--- src/rtl/sha_block_ctrl_if.sv ---
// Handshake and control bundle between the SHA-256 block sequencer and its neighbours.
// master = upstream/testbench side, slave = the sequencer itself.
interface sha_block_ctrl_if #(
  parameter int MAX_BLOCKS = 8,
  parameter int ROUNDS     = 64
);
  localparam int BLK_W = $clog2(MAX_BLOCKS + 1);
  localparam int RND_W = $clog2(ROUNDS);

  logic             start;
  logic [BLK_W-1:0] num_blocks;
  logic             abort;
  logic             blk_valid;
  logic             blk_ready;
  logic             init_hash;
  logic             load_w;
  logic             round_en;
  logic [RND_W-1:0] round_idx;
  logic             update_hash;
  logic             busy;
  logic             done;
  logic             hash_valid;

  modport master (
    output start, num_blocks, abort, blk_valid,
    input  blk_ready, init_hash, load_w, round_en, round_idx,
           update_hash, busy, done, hash_valid
  );

  modport slave (
    input  start, num_blocks, abort, blk_valid,
    output blk_ready, init_hash, load_w, round_en, round_idx,
           update_hash, busy, done, hash_valid
  );
endinterface

--- src/rtl/sha_block_ctrl.sv ---
// SHA-256 compression sequencer: initial hash load, block handshake, round stepping,
// per-block hash update and completion signalling for multi-block messages.
module sha_block_ctrl #(
  parameter int MAX_BLOCKS = 8,
  parameter int ROUNDS     = 64
) (
  input  logic              clk,
  input  logic              rst,
  sha_block_ctrl_if.slave   bus
);
  localparam int BLK_W = $clog2(MAX_BLOCKS + 1);
  localparam int RND_W = $clog2(ROUNDS);

  typedef enum logic [2:0] {
    IDLE,
    INIT,
    WAIT_BLK,
    ROUND,
    UPDATE,
    FINISH
  } state_t;

  state_t           state_q, state_d;
  logic [BLK_W-1:0] blk_cnt_q, blk_cnt_d;
  logic [BLK_W-1:0] nblk_q, nblk_d;
  logic [RND_W-1:0] round_idx_q, round_idx_d;
  logic             hash_valid_q, hash_valid_d;
  logic             start_ok;

  // Zero-length and oversized messages are dropped silently.
  assign start_ok = bus.start && (bus.num_blocks != '0) &&
                    (bus.num_blocks <= BLK_W'(MAX_BLOCKS));

  always_comb begin
    state_d      = state_q;
    blk_cnt_d    = blk_cnt_q;
    nblk_d       = nblk_q;
    round_idx_d  = '0;
    hash_valid_d = hash_valid_q;
    if (bus.abort) begin
      state_d      = IDLE;
      hash_valid_d = 1'b0;
    end else begin
      case (state_q)
        IDLE: begin
          if (start_ok) begin
            state_d      = INIT;
            nblk_d       = bus.num_blocks;
            hash_valid_d = 1'b0;
          end
        end
        INIT: begin
          blk_cnt_d = '0;
          state_d   = WAIT_BLK;
        end
        WAIT_BLK: begin
          if (bus.blk_valid) state_d = ROUND;
        end
        ROUND: begin
          if (round_idx_q == RND_W'(ROUNDS - 1)) state_d = UPDATE;
          else round_idx_d = round_idx_q + 1'b1;
        end
        UPDATE: begin
          blk_cnt_d = blk_cnt_q + 1'b1;
          state_d   = (blk_cnt_q == nblk_q - 1'b1) ? FINISH : WAIT_BLK;
        end
        FINISH: begin
          hash_valid_d = 1'b1;
          state_d      = IDLE;
        end
        default: state_d = IDLE;
      endcase
    end
  end

  always_ff @(posedge clk) begin
    if (rst) begin
      state_q      <= IDLE;
      blk_cnt_q    <= '0;
      nblk_q       <= '0;
      round_idx_q  <= '0;
      hash_valid_q <= 1'b0;
    end else begin
      state_q      <= state_d;
      blk_cnt_q    <= blk_cnt_d;
      nblk_q       <= nblk_d;
      round_idx_q  <= round_idx_d;
      hash_valid_q <= hash_valid_d;
    end
  end

  // Side-effecting strobes are suppressed in a cycle that carries abort.
  assign bus.blk_ready   = (state_q == WAIT_BLK);
  assign bus.load_w      = (state_q == WAIT_BLK) && bus.blk_valid && !bus.abort;
  assign bus.init_hash   = (state_q == INIT);
  assign bus.round_en    = (state_q == ROUND);
  assign bus.round_idx   = round_idx_q;
  assign bus.update_hash = (state_q == UPDATE) && !bus.abort;
  assign bus.busy        = (state_q != IDLE);
  assign bus.done        = (state_q == FINISH) && !bus.abort;
  assign bus.hash_valid  = hash_valid_q;
endmodule

--- src/flat_wrapper.sv ---
// flat-port wrapper written by rule: the top's interface ports become plain ports
module sha_block_ctrl_flat 
#(
  parameter int MAX_BLOCKS = 8,
  parameter int ROUNDS     = 64
)
  (clk, rst, bus_start, bus_num_blocks, bus_abort, bus_blk_valid, bus_blk_ready, bus_init_hash, bus_load_w, bus_round_en, bus_round_idx, bus_update_hash, bus_busy, bus_done, bus_hash_valid);
  sha_block_ctrl_if #(.MAX_BLOCKS(MAX_BLOCKS), .ROUNDS(ROUNDS)) bus_i ();
  input  logic clk;
  input  logic rst;
  input wire logic [$bits(bus_i.start)-1:0] bus_start;
  input wire logic [$bits(bus_i.num_blocks)-1:0] bus_num_blocks;
  input wire logic [$bits(bus_i.abort)-1:0] bus_abort;
  input wire logic [$bits(bus_i.blk_valid)-1:0] bus_blk_valid;
  output wire logic [$bits(bus_i.blk_ready)-1:0] bus_blk_ready;
  output wire logic [$bits(bus_i.init_hash)-1:0] bus_init_hash;
  output wire logic [$bits(bus_i.load_w)-1:0] bus_load_w;
  output wire logic [$bits(bus_i.round_en)-1:0] bus_round_en;
  output wire logic [$bits(bus_i.round_idx)-1:0] bus_round_idx;
  output wire logic [$bits(bus_i.update_hash)-1:0] bus_update_hash;
  output wire logic [$bits(bus_i.busy)-1:0] bus_busy;
  output wire logic [$bits(bus_i.done)-1:0] bus_done;
  output wire logic [$bits(bus_i.hash_valid)-1:0] bus_hash_valid;
  assign bus_i.start = bus_start;
  assign bus_i.num_blocks = bus_num_blocks;
  assign bus_i.abort = bus_abort;
  assign bus_i.blk_valid = bus_blk_valid;
  assign bus_blk_ready = bus_i.blk_ready;
  assign bus_init_hash = bus_i.init_hash;
  assign bus_load_w = bus_i.load_w;
  assign bus_round_en = bus_i.round_en;
  assign bus_round_idx = bus_i.round_idx;
  assign bus_update_hash = bus_i.update_hash;
  assign bus_busy = bus_i.busy;
  assign bus_done = bus_i.done;
  assign bus_hash_valid = bus_i.hash_valid;
  sha_block_ctrl #(.MAX_BLOCKS(MAX_BLOCKS), .ROUNDS(ROUNDS)) u_core (.clk(clk), .rst(rst), .bus(bus_i));
endmodule
--- config.mk ---
export PLATFORM = sky130hd
export DESIGN_NAME = sha_block_ctrl_flat
export DESIGN_NICKNAME = d
export VERILOG_FILES = /design/src/rtl/sha_block_ctrl_if.sv /design/src/rtl/sha_block_ctrl.sv /design/src/flat_wrapper.sv
export SDC_FILE = /design/constraint.sdc
export NUM_CORES = 1
export LEC_CHECK = 0
export ABC_AREA = 0
export CORE_UTILIZATION = 49
export CTS_CLUSTER_SIZE = 28
export DETAILED_ROUTE_END_ITERATION = 10
export GPL_TIMING_DRIVEN = 0
export PLACE_DENSITY_LB_ADDON = 0.15
export SLEW_MARGIN = 20
export SYNTH_ARGS = -nofsm -noshare
export SYNTH_HDL_FRONTEND = slang
export SYNTH_SLANG_ARGS = --single-unit
--- constraint.sdc ---
create_clock -name clk -period 1.9 [get_ports clk]
set_clock_uncertainty 0.2 [all_clocks]
set_input_delay 0.19 -clock clk [delete_from_list [all_inputs] [get_ports clk]]
set_output_delay 0.19 -clock clk [all_outputs]
set_load 0.005 [all_outputs]
==> run_results.csv <==
group,metric,value,unit
worst_setup_path,crit_fanout,10,
placed_design,dp_hpwl,1560,um
grt,grt_max_degree,11,
placed_design,gp_congestion,0.778,
grt,antenna_found_initial,0,
worst_setup_path,start_kind,"flop",
grt,grt.total_usage,0.209,
final_layout,num_antenna_cells,0,
floorplan,start_util,0.517,
worst_setup_path,r2r_end,"u_core.state_q[2]",
worst_setup_path,crit_path_max_incr_delay,0.34,ns
sta,period_needed,1.82,ns
worst_setup_path,critPathSlowestCell,"dfxtp_2",
worst_setup_path,regToRegSetupSlack,0.21,ns
grt,grt_pass1_wl,3250,um
final_layout,final_cell_mix,"nor2_1 (21), dfxtp_1 (15), clkdlybuf4s50_1 (13)",
sta,tightestPinTransition,0.491,ns
yosys,synthArstFlopShare,0,
grt,grt_use_met2,0.348,
pwr,power_density,534,mW/mm2
sta,rsz0062_at_grt,"false",
yosys,yosysUniqueCellTypes,37,
drt,vias,892,
worst_setup_path,reg2reg_from,"u_core.nblk_q[0]",
floorplan,die_w,47.5,um
yosys,syn_area,0.00101,mm2
sta,slew_headroom,0.670,
drt,drc,0,
worst_setup_path,end_kind,"output port",
floorplan,rows,16,
floorplan,coreArea,0.00196,mm2
yosys,synth_ff_type,"dfxtp_1",
pwr,pwr-share-clk,0.334,
yosys,synth_nets,127,
clocking,clk_latency,0.29,ns
clocking,htreeDepth,1,
floorplan,die-area,0.00225,mm2
worst_hold_path,holdCritPathClass,"in -> reg",
yosys,synth_top_area_frac,0.356,
status,status,"finished clean",
final_layout,fillers,180,
floorplan,ios,23,
drt,wirelength,2060,um
grt,grt_pass1_vias,756,
pwr,ir_worst_vdd,0.464,mV
yosys,yosys_warnings,0,
final_layout,final_common_cell,"nor2_1",
grt,use_met3,0.0226,
yosys,synth-seq-area-share,0.356,
placed_design,io_buffers,20,
sta,report.final.hold_viol_count,0,
yosys,synthTopCellsByArea,"dfxtp_1 (36%), nor2_1 (7.8%), xor2_1 (5.2%)",
clocking,root_buffer,"clkbuf_4",
clocking,path_clk_slew,0.11,ns
grt,top_usage_layer,"met2",
grt,use_met1,0.270,
pwr,seqPwrFrac,0.547,
floorplan,chipHeight,47.5,um
worst_setup_path,cp.arrival,1.43,ns
worst_setup_path,crit_top_cell,"buf_6",
drt,drt_iter0_markers,12,
worst_hold_path,min_from,"rst",
clocking,cts_buffer_depth,2,
drt,wire_per_inst,12.4,um
worst_setup_path,cp.required,1.51,ns
pwr,comb_power_share,0.119,
pwr,switching_power,165,uW
worst_hold_path,worstHoldEndpoint,"u_core.blk_cnt_q[0]",
drt,vias_per_cell,5.37,
pwr,swShare,0.233,
final_layout,area_growth,30.5,%
final_layout,drive_above_1_share,0.165,
sta,setup_violations,0,
final_layout,fin_nets,152,
worst_setup_path,reg2regPathDepth,6,
drt,firstDrtPassIters,4,
worst_setup_path,path_class,"reg -> out",
pwr,p_int,541,uW
clocking,cts_made_buffers,3,
yosys,postSynthAreaPerCell,8.81,um2
clocking,cts.sinks,18,
yosys,yosysTopAreaCell,"dfxtp_1",
worst_hold_path,hold_depth,2,
clocking,cts_tree,"built",
grt,overflow,0,
yosys,synth.ff_latch_count,18,
sta,fin_crit_sh,0.956,
placed_design,placedCellCount,162,
sta,fmax,551,MHz
final_layout,utilization,0.674,
pwr,p_leak,0.000587,uW
yosys,syn-instance-count,115,
sta,slew_violations,0,
final_layout,instances_no_fill,166,
worst_setup_path,path_cells,"buf_6 > buf_6 > nor4b_2 > dlygate4sd2_1",
drt,ant_nets,0,
yosys,synth-edff-count,0,
flow_run,maxCapViolations,0,
==> logic make-up after synthesis <==
family          after synthesis  share of synthesized area
compound gates               15                      0.130
flops                        18                      0.356
fa+ha+maj                     3                     0.0370
mux                           4                     0.0395
simple gates                 52                      0.273
xor+xnor                     12                      0.117
buf+inv                      11                     0.0482
==> stage by stage <==
stage / worst slack, ns / total power, uW / hold WS [ns] / setup TNS (ns) / area, um2
3_3_place_gp: -0.129 / 472 / 0.245 / -0.250 / 1250
4_1_cts: 0.00236 / 714 / 0.0637 / 0 / 1310
3_5_place_dp: -0.151 / 475 / 0.260 / -0.468 / 1250
5_1_grt: 0.00156 / 740 / 0.104 / 0 / 1320
6_report: 0.0837 / 706 / 0.0798 / 0 / 1320
2_1_floorplan: 0.344 / 445 / 0.134 / 0 / 1010
==> Yosys cell counts, drive strengths merged, types with 2 or more instances <==
cell	n
mux2i	4
inv	5
nor2	21
xor2	6
ha	3
nor3	3
nand2	4
nor2b	3
nand4	2
a21boi	2
nor4	3
clkbuf	2
xnor2	5
a22oi	2
dfxtp	18
nor4b	2
o21ai	4
nand3	5
buf	4
and3	3
nor3b	2
==> critical path: cells and delay by family (launching register included) <==
| family | cells | cell delay, ns |
|---|---|---|
| buf+inv | 3 | 0.53 |
| flops | 1 | 0.34 |
| simple gates | 1 | 0.26 |
==> sequential cells by signal, indices dropped and copies added, names as in the netlist <==
signal and cells:
u_core.bus.round_idx 6, u_core.blk_cnt_q 4, u_core.state_q 3, u_core.nblk_q 4
u_core.bus.hash_valid 1
==> what timing repair did <==
action | in CTS | in global routing
hold endpoints to repair | 0 | 0
setup endpoints to repair | 7 | 3
pin swaps | 0 | 0
gates resized for setup | 17 | 5
hold buffers | 0 | 0
buffers inserted | 0 | 0
==> routing by layer <==
metal | share of wire | up-vias
met1 | 0.46 | 420
met5 | 0 | -
li1 | - | 449
met4 | 0.012 | 0
met3 | 0.038 | 2
met2 | 0.49 | 21
==> how the worst max path moves through the flow <==
| stage | to | slack, ns | startpoint |
|---|---|---|---|
| 2_1_floorplan | u_core.state_q[0] | 0.34 | u_core.nblk_q[0] |
| 3_3_place_gp | u_core.state_q[0] | -0.13 | bus_num_blocks[3] |
| 3_5_place_dp | u_core.state_q[0] | -0.15 | bus_num_blocks[3] |
| 4_1_cts | bus_blk_ready | 0.002 | u_core.state_q[0] |
| 5_1_grt | bus_load_w | 0.002 | u_core.state_q[0] |
| 6_report | bus_load_w | 0.08 | u_core.state_q[0] |
==> power by group through the flow <==
stage / registers [uW] / logic, uW / clock network [uW]
2_1_floorplan: 393 / 52.1 / 0
3_3_place_gp: 394 / 78.7 / 0
3_5_place_dp: 394 / 81.4 / 0
4_1_cts: 386 / 83.2 / 245
5_1_grt: 386 / 91.8 / 261
6_report: 386 / 84.1 / 236
==> final cells by class <==
type                       instances  area, um2  area share
inverter                           5       18.8      0.0142
clock buffer                       4       36.3      0.0274
tap                               27       33.8      0.0255
sequential                        18        364       0.275
buffer                             6       45.0      0.0341
multi-input combinational         86        628       0.475
timing repair buffer              20        196       0.149
No activity file was read; power rests on OpenSTA's default activity.
